[config.mk]
export PLATFORM = sky130hd
export DESIGN_NAME = fifo_wr_arbiter
export DESIGN_NICKNAME = d
export VERILOG_FILES = /design/src/rtl/fifo_wr_arbiter.sv
export SDC_FILE = /design/constraint.sdc
export NUM_CORES = 1
export LEC_CHECK = 0
export ABC_CLOCK_PERIOD_IN_PS = 2310
export BUFFER_PORTS_ARGS = -buffer_cell sky130_fd_sc_hd__buf_2
export CORE_ASPECT_RATIO = 0.75
export CORE_MARGIN = 5
export CORE_UTILIZATION = 42
export CTS_BUF_LIST = sky130_fd_sc_hd__clkbuf_16
export DETAILED_ROUTE_END_ITERATION = 7
export PLACE_DENSITY = 0.88
export SETUP_SLACK_MARGIN = 0.1
export SLEW_MARGIN = 20
export SYNTH_ARGS = -nofsm -noshare
export SYNTH_HDL_FRONTEND = slang
export SYNTH_SLANG_ARGS = --single-unit
[constraint.sdc]
create_clock -name clk_i -period 2.31 [get_ports clk_i]
set_input_delay 0.1155 -clock clk_i [delete_from_list [all_inputs] [get_ports clk_i]]
set_output_delay 0.1155 -clock clk_i [all_outputs]
set_load 0.01 [all_outputs]
[src/rtl/fifo_wr_arbiter.sv]
// fifo_wr_arbiter: round-robin burst arbiter sharing one async FIFO write port among NUM_REQ
// requesters. An IDLE cycle picks an owner, and the owner then gets a tenure of up to MAX_BURST
// writes. The tenure ends early if the owner drops its request. full_i stalls the tenure without
// ending it.
//
// Ports:
//   clk_i        write-domain clock
//   rst_i        asynchronous active-high reset
//   req_i        per-requester level request
//   data_i       requester k's word in bits [k*DATA_WIDTH +: DATA_WIDTH]
//   full_i       FIFO write-side full flag
//   gnt_o        one-hot (or zero) consume strobe, equal to wr_en_o on the owner's bit
//   wr_en_o      FIFO write enable
//   wr_data_o    FIFO write data (owner's word during BURST, 0 in IDLE)
//   stall_cnt_o  saturating count of stalled owner cycles (only with FIFO_WR_ARB_STALL_CNT_EN)
//
// Optional feature macro: FIFO_WR_ARB_STALL_CNT_EN
module fifo_wr_arbiter #(
  parameter int unsigned NUM_REQ    = 4,
  parameter int unsigned DATA_WIDTH = 8,
  parameter int unsigned MAX_BURST  = 4
) (
  input  logic                          clk_i,
  input  logic                          rst_i,
  input  logic [NUM_REQ-1:0]            req_i,
  input  logic [NUM_REQ*DATA_WIDTH-1:0] data_i,
  input  logic                          full_i,
`ifdef FIFO_WR_ARB_STALL_CNT_EN
  output logic [15:0]                   stall_cnt_o,
`endif
  output logic [NUM_REQ-1:0]            gnt_o,
  output logic                          wr_en_o,
  output logic [DATA_WIDTH-1:0]         wr_data_o
);

  localparam int unsigned IdxW = $clog2(NUM_REQ);
  localparam int unsigned CntW = $clog2(MAX_BURST + 1);
  localparam logic [CntW-1:0] LastCnt  = CntW'(MAX_BURST - 1);
  localparam logic [IdxW-1:0] LastIdx  = IdxW'(NUM_REQ - 1);

  typedef enum logic [0:0] {StIdle, StBurst} state_e;

  state_e          state_q, state_d;
  logic [IdxW-1:0] owner_q, owner_d;
  logic [IdxW-1:0] rr_ptr_q, rr_ptr_d;
  logic [CntW-1:0] bcnt_q, bcnt_d;

  logic            owner_req;
  logic [IdxW-1:0] owner_next;
  logic [IdxW-1:0] pick;
  logic            pick_vld;

  assign owner_req  = req_i[owner_q];
  // Modulo increment written out so non-power-of-two NUM_REQ wraps correctly.
  assign owner_next = (owner_q == LastIdx) ? '0 : owner_q + IdxW'(1);

  // First set request at or above rr_ptr_q, wrapping past NUM_REQ-1 to 0.
  always_comb begin : rr_search
    int unsigned     idx;
    logic [IdxW-1:0] idx_t;
    pick     = '0;
    pick_vld = 1'b0;
    idx      = 0;
    idx_t    = '0;
    for (int unsigned i = 0; i < NUM_REQ; i++) begin
      idx   = (32'(rr_ptr_q) + i) % NUM_REQ;
      idx_t = IdxW'(idx);
      if (!pick_vld && req_i[idx_t]) begin
        pick_vld = 1'b1;
        pick     = idx_t;
      end
    end
  end

  always_comb begin
    state_d  = state_q;
    owner_d  = owner_q;
    rr_ptr_d = rr_ptr_q;
    bcnt_d   = bcnt_q;
    unique case (state_q)
      StIdle: begin
        if (pick_vld && !full_i) begin
          owner_d = pick;
          bcnt_d  = '0;
          state_d = StBurst;
        end
      end
      StBurst: begin
        if (!owner_req) begin
          state_d  = StIdle;
          rr_ptr_d = owner_next;
        end else if (!full_i) begin
          bcnt_d = bcnt_q + CntW'(1);
          if (bcnt_q == LastCnt) begin
            state_d  = StIdle;
            rr_ptr_d = owner_next;
          end
        end
      end
      default: state_d = StIdle;
    endcase
  end

  always_ff @(posedge clk_i or posedge rst_i) begin
    if (rst_i) begin
      state_q  <= StIdle;
      owner_q  <= '0;
      rr_ptr_q <= '0;
      bcnt_q   <= '0;
    end else begin
      state_q  <= state_d;
      owner_q  <= owner_d;
      rr_ptr_q <= rr_ptr_d;
      bcnt_q   <= bcnt_d;
    end
  end

  // Outputs decode from registered state only, so reset clears them without a clock edge.
  always_comb begin
    wr_en_o   = 1'b0;
    gnt_o     = '0;
    wr_data_o = '0;
    if (state_q == StBurst) begin
      wr_en_o        = owner_req & ~full_i;
      gnt_o[owner_q] = wr_en_o;
      wr_data_o      = data_i[owner_q*DATA_WIDTH +: DATA_WIDTH];
    end
  end

`ifdef FIFO_WR_ARB_STALL_CNT_EN
  logic [15:0] stall_cnt_q;

  always_ff @(posedge clk_i or posedge rst_i) begin
    if (rst_i) begin
      stall_cnt_q <= '0;
    end else if ((state_q == StBurst) && owner_req && full_i && (stall_cnt_q != 16'hFFFF)) begin
      stall_cnt_q <= stall_cnt_q + 16'd1;
    end
  end

  assign stall_cnt_o = stall_cnt_q;
`endif

endmodule

Word-level counts from Yosys, hierarchy flattened

Cells that the tools add are included.

Bits of input ports: 39
Output and inout port bits: 13
Register bits after elaboration: 8

Shift-type cells: 1
Add/sub/neg operators: 5
Muxes and demuxes: 36
Reduce and logical (&&, ||, !) cells: 12
Equality and inequality tests: 7
Order comparisons: 6
Bitwise gates (word level): 4

Operators by type and width:

| kind                                                               | number |
|---|---|
| variable part select 32 x 6 -> 8 bit                               | 1 |
| two-way mux 2 bit                                                  | 8 |
| < comparator 2 x 3 -> 1 bit (second input constant)                | 5 |
| two-way mux 1 bit                                                  | 15 |
| binary-select mux 1 bit (select 2 bit)                             | 5 |
| two-way mux 3 bit                                                  | 3 |
| two-way mux 8 bit                                                  | 1 |
| inequality test 2 bit (second input constant)                      | 3 |
| one-hot mux 3 bit (2 select lines)                                 | 1 |
| AND reduction 3 bit                                                | 2 |
| logical AND 1 bit                                                  | 5 |
| adder 2 x 1 -> 2 bit (second input constant)                       | 2 |
| adder 2 bit (second input constant)                                | 2 |
| AND 4 bit                                                          | 1 |
| zero test 1 bit                                                    | 4 |
| two-way mux 4 bit                                                  | 1 |
| inequality test 2 x 1 -> 1 bit (second input constant)             | 2 |
| adder 3 x 1 -> 3 bit (second input constant)                       | 1 |
| equality test 3 x 2 -> 1 bit (second input constant)               | 1 |
| demux 1 bit (select 2 bit)                                         | 1 |
| equality test 2 bit (second input constant)                        | 1 |
| greater-or-equal comparator 2 x 1 -> 1 bit (second input constant) | 1 |
| inverter 1 bit                                                     | 2 |
| one-hot mux 1 bit (2 select lines)                                 | 1 |
| 2 further kinds                                                    | 2 |

Longest topological paths before layout

Gate-level depths: netlist (run 1).

Depth after elaboration: 15
Gate-level depth with buffers: 6
Gate-level depth less buffers: 6

Worst setup path after synthesis (run 1)

No wires, ideal clock.

Path kind: reg-to-reg
Start point: register owner_q[0]
End point: register rr_ptr_q[0]
Stages on the path, launching flop included: 4
Data required time: 2,185 ps
Clock period less this slack: 1,611 ps
Arrival time: 1,486 ps
Setup slack: 699 ps
Path through: dfrtp_1 mux4_2 a21boi_2 mux2_2

Longest elaborated chain between the ends: 5
Elaborated cells on any way between the ends: 11

Ends and longest elaborated chain:

| what                                                        | line | RTL |
|---|---|---|
| start, declared                                             | 44   | `logic [IdxW-1:0] owner_q, owner_d;` |
| start signal, assigned                                      | 112  | `owner_q <= owner_d;` |
| adder 2 x 1 -> 2 bit or equality test 2 bit (tied branches) | 55   | `assign owner_next = (owner_q == LastIdx) ? '0 : owner_q + IdxW'(1);` |
| two-way mux 2 bit                                           | 55   |  |
| two-way mux 2 bit                                           | 94   | `if (bcnt_q == LastCnt) begin` |
| two-way mux 2 bit                                           | 92   | `end else if (!full_i) begin` |
| two-way mux 2 bit                                           | 89   | `if (!owner_req) begin` |
| end signal, assigned                                        | 113  | `rr_ptr_q <= rr_ptr_d;` |
| end, declared                                               | 45   | `logic [IdxW-1:0] rr_ptr_q, rr_ptr_d;` |

Several ways; a longest one is shown, not always the timed one. The select of a mux whose other input is x is not followed.
A chain may end at the register's enable or synchronous reset.

Final worst setup path (run 1)

Start point: register owner_q[0]
End point: output wr_data_o[7]

Longest elaborated chain between the ends: 2

Ends and longest elaborated chain:

| what                                 | line | RTL |
|---|---|---|
| variable part select 32 x 6 -> 8 bit | 126  | `wr_data_o = data_i[owner_q*DATA_WIDTH +: DATA_WIDTH];` |
| two-way mux 8 bit                    | 123  | `if (state_q == StBurst) begin` |
| end, declared                        | 33   | `output logic [DATA_WIDTH-1:0] wr_data_o` |

No other way between the ends.

==> results of run 1 <==
[cell usage after synthesis, drive strengths merged]
| cell type | number | area share |
|---|---|---|
| and2 | 9 | 0.070 |
| inv | 7 | 0.031 |
| nor3b | 1 | 0.0089 |
| a211oi | 1 | 0.0089 |
| a311o | 1 | 0.012 |
| and3 | 4 | 0.030 |
| dfrtp | 8 | 0.24 |
| o21a | 1 | 0.0089 |
| nand3b | 1 | 0.0089 |
| a21oi | 2 | 0.012 |
| clkbuf | 2 | 0.0089 |
| mux2 | 2 | 0.027 |
| nand4 | 1 | 0.0074 |
| mux4 | 9 | 0.24 |
| o221ai | 2 | 0.021 |
| buf | 2 | 0.019 |
| ha | 6 | 0.089 |
| or2b | 1 | 0.0089 |
| nor2 | 3 | 0.013 |
| o31ai | 1 | 0.0089 |
| nand2 | 7 | 0.031 |
| o21ai | 2 | 0.012 |
| a21boi | 1 | 0.013 |
| nand3 | 1 | 0.0059 |
| o41ai | 1 | 0.010 |
| mux2i | 2 | 0.024 |
| nand2b | 1 | 0.0074 |
| o22ai | 1 | 0.0074 |
| nor2b | 2 | 0.015 |
[registers in the layout (all words and copies together), names as in the netlist]
register and cells:
bcnt_q 3, owner_q 2, rr_ptr_q 2, state_q 1
[worst max-delay path: stages, from the launching register on]
cell     delay (ns)
dfrtp_1        0.37
buf_4          0.24
mux4_1         0.57
and2_1         0.17
buf_2          0.13
[through the flow]
stage,hold WS [ns],setup slack [ns],std cells,total power (uW)
floorplan,-0.0688,0.699,82,777
global placement,0.0673,0.755,155,951
detailed placement,0.0745,0.659,155,993
CTS,0.329,0.465,159,1290
global route,0.361,0.391,159,1370
finish,0.345,0.485,159,1280
[cells by family (layout without fill, tap and decap cells)]
group | count (synthesis) | in the layout
flip-flops | 8 | 8
buffers and inverters | 11 | 64
AND/OR/NAND/NOR | 31 | 31
AO/OA/AOI/OAI | 13 | 13
adder cells (fa/ha/maj) | 6 | 6
multiplexers | 13 | 13
[metal layers]
metal	share of wire	vias to the layer above	routed length [um]	global-route usage
met4	0.040	0	96	0.106
met3	0.14	16	337	0.0370
met5	0	-	0	0
li1	-	411	-	-
met2	0.48	61	1140	0.254
met1	0.34	404	799	0.146
[worst paths after layout]
kind | startpoint | cells after the start | endpoint
hold reg to reg | bcnt_q[0] | 1 | bcnt_q[0]
setup / recovery | owner_q[0] | 4 | wr_data_o[7]
max in group asynchronous | rst_i | 3 | bcnt_q[2]
min in group asynchronous | rst_i | 3 | rr_ptr_q[0]
setup reg to reg | owner_q[0] | 3 | rr_ptr_q[0]
hold / removal | req_i[1] | 4 | owner_q[1]
[power by group]
part | switching, uW | total, uW | internal, uW
Combinational | 338 | 719 | 382
Sequential | 70.3 | 270 | 200
Clock | 66.1 | 289 | 223
Total | 474 | 1280 | 805
[repair_timing]
| action | CTS | global route |
|---|---|---|
| hold buffers | 1 | 0 |
| endpoints found under the hold margin | 8 | 0 |
| endpoints found under the setup margin | 0 | 0 |
[area by class of cell]
| type | instances | area, sq um |
|---|---|---|
| multi-input combinational | 63 | 594 |
| timing repair buffer | 54 | 280 |
| sequential | 8 | 200 |
| tap | 24 | 30.0 |
| inverter | 7 | 26.3 |
| fill | 150 | 756 |
| clock buffer | 3 | 75.1 |
[cells in the final DEF, fill, tap and decap left out, types with 2 or more instances in the layout]
master / count
and2_1: 8
nor2b_1: 2
mux2_2: 2
inv_1: 7
nor2_1: 3
o221ai_1: 2
buf_4: 2
ha_1: 6
clkbuf_16: 3
buf_2: 51
a21oi_1: 2
nand2_1: 7
mux4_2: 8
o21ai_0: 2
and3_1: 4
mux2i_1: 2
dfrtp_1: 8
==> results.md, run 1 <==
* Sequential share of the synthesized area at 0.237
* Lkg Pwr at 0.000619 uW
* Largest family of logic cells by synthesized area: multiplexers
* Slew at the pin closest to its max-slew limit at 0.298 ns
* Hold crit path type: input port to flip-flop
* First-pass GRT wire length at 3390 um
* Kind of critical path: flip-flop to primary output
* Setup TNS at 0 ns
* Endpoint class of the critical path: primary output
* Cell Area, Synth at roughly 840 sq um
* Library cells used by synthesis at 32
* Adder-Cell Fraction of Synth Area at 0.0889
* Net Count, Synth at 127
* Placed Area at roughly 1100 sq um
* # rows at 14
* Startpoint Class: flip-flop
* Vias in the first global route at 847
* Die width at 61.8 um
* Ports at 52
* Layout Skew at 0.00106 ns
* DP HPWL at 1970 um
* Via density at ~5.6
* Clock transition at path regs at around 0.04 ns
* Overall Global Routing Usage at 0.147
* Crit Path Max Fanout at 13
* Die Y at 48.8 um
* CTS Sinks at 8
* Final setup fails at 0
* Routed len/inst at between 10 and 15 um
* Num CTS Buffers at 3
* Largest net degree at the start of global routing at 14
* Mapped Avg Cell Area at between 10 and 15 sq um
* RSZ-0062 raised after global routing: false
* Post-CTS Setup Repair Bufs at 0
* Detailed Routing Iterations Pass 1 at 6
* Global route total overflow at 0
* CP required at 2.19 ns
* Outcome: complete, no violations
* CTS Buffer Depth at 2
* Final period util at 0.790
* Post-DRT Antenna Nets at 0
* Core Util, Final at 0.615
* Synth Area in Compound Gates at 0.114
* DRC viols at 0
* Max-cap check violation count at 0
* Mux contribution to synthesized area at 0.295
* Xor and xnor area share after synthesis at 0
* Post-Synthesis Cells at 82
* Final worst path period need at about 1.8 ns
* PwrDens at around 1100 nW/um^2
* Drt first-iter violations at 19
* Peak supply drop at around 0.00056 V
* Ant diodes at 0
* #FFs+latches synth at 8
* Global placement routability congestion at 0.816
* Final wirelength at about 2400 um
* H-tree Lvls at 1
* R2r setup slk at 0.66 ns
* Via count at a little under 900
* Clk_lat worst skew at roughly 0.23 ns
* Die ar. at roughly 3000 sq um
* Design Area, Final at approximately 1200 sq um
* Nets at 182
* IO Port Bufs at a little over 50
* Yosys warning count at 0
* Initial antenna violation count at 0
* Worst slew margin at 0.799
* Clock tree from TritonCTS: built
* Cts repair resizes at 0
* Pins Over Slew Limit at 0
* Layout cells sized above 1 at 0.504
* Max Freq at 0.548 GHz
* Layout area overhead at 42.8%
* Simple logic cell fraction of the synthesized area at 0.206
* Worst EP arrival at roughly 1.7 ns
* Initial core utilization at 0.430
* Fin. Hold Viols at 0
* Root buffer cell: clkbuf_16
* Core Region at 1960 sq um
Power figures use the tool's default switching activity.
==> run 2, diff against run 1 <==
Settings changed: ABC_CLOCK_PERIOD_IN_PS 2310 to 1800.
Clock period 2.31 ns to 1.8 ns, I/O delays scaled along.
==> run 2 against run 1 <==
  * Via count increased by 2.0%
  * Utilization increased by 4.5 points
  * Clock power up 27%
  * Combinational power grew 61%
  * Non-clock buffer count increased by 6
  * Total power grew 47%
  * Sequential cell count unchanged
  * Cell area rose by 7.4%
  * Largest cell class unchanged
==> results.md, run 2 (synthesized netlist as in run 1, its figures left out) <==
* Pre-CTS worst setup slack at approximately 0.18 ns
* Vias in the first global route at 962
* Outcome: complete, no violations
* Hold EP: owner_q[1]
* R2R depth at 4
* PwrDens at 1460 nW/um^2
* Setup TNS at 0 ns
* Die width at 61.8 um
* Hold_sp: req_i[1]
* # rows at 14
* Max-cap check violation count at 0
* Global route total overflow at 0
* Global placement routability congestion at 0.866
* DRC viols at 0
* Slowest stage delay, CP at approximately 0.58 ns
* Post-DRT Antenna Nets at 0
* Final setup fails at 0
* Overall Global Routing Usage at 0.195
* Die Y at about 49 um
* CTS Buffer Depth at 2
* Clock tree from TritonCTS: built
* Reg with most FFs: bcnt_q
* Initial core utilization at 0.430
* Layout area overhead at 53.3%
* FILL cells at 150
* Endpoint class of the critical path: flip-flop
* Placed Cells at 155
* Delay-heaviest family, CP: multiplexers
* Crit Path Max Fanout at 7
* Layout cells sized above 1 at 0.567
* Layout Skew at 0.000894 ns
* GRT met3 Usage at 0.0661
* Final period util at 0.959
* Initial antenna violation count at 0
* Grt met2 use at 0.364
* Biggest regs: bcnt_q x3, owner_q x2, rr_ptr_q x2
* Ant diodes at 0
* Clk_lat worst skew at 0.23 ns
* Hold-critical path depth at 4
* DP HPWL at just over 2000 um
* R2R Path End: rr_ptr_q[0]
* Final setup margin at 0.0737 ns
* Core Region at 1960 sq um
* Most frequent cells in the layout: 51 x buf_2, 9 x mux4_2, 8 x and2_1
* Die ar. at 3020 sq um
* RR Startpoint: owner_q[0]
* H-tree Lvls at 1
* Drt first-iter violations at 38
* Nets at 188
* Kind of critical path: flip-flop to flip-flop
* CP required at 1.91 ns
* Root buffer cell: clkbuf_16
* Worst slew margin at 0.774
* Core Util, Final at 0.660
* Max FFs per register at 3
* Non-Filler Instances at between 150 and 200
* Via count at between 900 and 1000
* RSZ-0062 raised after global routing: true
* Max Freq at ~0.58 GHz
* Largest net degree at the start of global routing at 13
* Crit-path cells: buf_4 > mux4_2 > a21boi_2 > mux2_4
* R2r setup slk at around 0.074 ns
* Num CTS Buffers at 3
* Lkg Pwr at 0.000660 uW
* Startpoint Class: flip-flop
* CTS Sinks at 8
* Clock transition at path regs at roughly 0.040 ns
* Crit path buffers/inverters at 1
* Pins Over Slew Limit at 0
* Routed len/inst at 16.8 um
* Detailed Routing Iterations Pass 1 at 5
* Gr busiest metal: met2
* Via density at 5.52
* IO Port Bufs at 51
* Ports at 52
* Slew at the pin closest to its max-slew limit at between 0.3 and 0.4 ns
* Slowest CP cell: mux4_2
* Commonest non-fill, non-tap cell in the layout: buf_2
* Worst EP arrival at approximately 1.8 ns
* Hold crit path type: input port to flip-flop
* Fin. Hold Viols at 0
* Final wirelength at roughly 2800 um
* First-pass GRT wire length at 4410 um
* Peak supply drop at 0.000762 V
* Met1 Usage GRT at 0.199
* Final worst path period need at 1.73 ns
==> run 2: layout make-up <==
class | count | area [sq um] | share of cell area
multi-input cells | 63 | 609 | 0.471
repair buffers | 60 | 353 | 0.272
flip-flops and latches | 8 | 201 | 0.156
clock buffers | 3 | 75.1 | 0.0580
well taps | 24 | 30.0 | 0.0232
inverters | 7 | 26.3 | 0.0203
==> run 2: worst max-delay path by stage <==
stage | from | endpoint | slack [ns] | depth (start not counted)
2_1_floorplan | owner_q[0] | rr_ptr_q[0] | 0.19 | 3
3_3_place_gp | owner_q[0] | rr_ptr_q[0] | 0.25 | 3
3_5_place_dp | owner_q[0] | rr_ptr_q[0] | 0.18 | 3
4_1_cts | owner_q[0] | gnt_o[3] | 0.09 | 4
5_1_grt | owner_q[0] | gnt_o[1] | 0.03 | 4
6_report | owner_q[0] | rr_ptr_q[0] | 0.07 | 4
==> run 2: per-layer routing <==
metal,share of wire,vias up
met5,0,-
met4,0.0072,0
met3,0.14,5
met2,0.52,58
met1,0.34,422
li1,-,425
==> run 2: what timing repair did <==
item                                   4_1_cts  5_1_grt
setup endpoints to repair                    8       12
setup buffers                                5        0
pin swaps                                    1        1
resized for setup                            5        7
gates cloned                                 1        0
hold buffers                                 1        0
endpoints found under the hold margin        8        0
==> run 2: report_power, final <==
part	internal, uW	switching (uW)
Clock	286	81.1
Sequential	259	102
Combinational	650	507
Total	1190	690
==> run 2: stage by stage <==
stage | cell area [sq um] | hold WS (ns) | power [uW]
after CTS | 1280 | 0.288 | 1820
after global routing | 1290 | 0.360 | 2020
final | 1290 | 0.328 | 1890
after floorplan | 845 | -0.0943 | 997
after global placement | 1120 | 0.0408 | 1220
after detailed placement | 1120 | 0.0573 | 1270
==> run 2: worst register-to-register path: cells and delay by family, from the launching register on <==
kind	cells	cell delay, ns
AOI/OAI and AO/OA	1	0.21
buffers and inverters	1	0.12
DFF	1	0.38
muxes	2	0.90
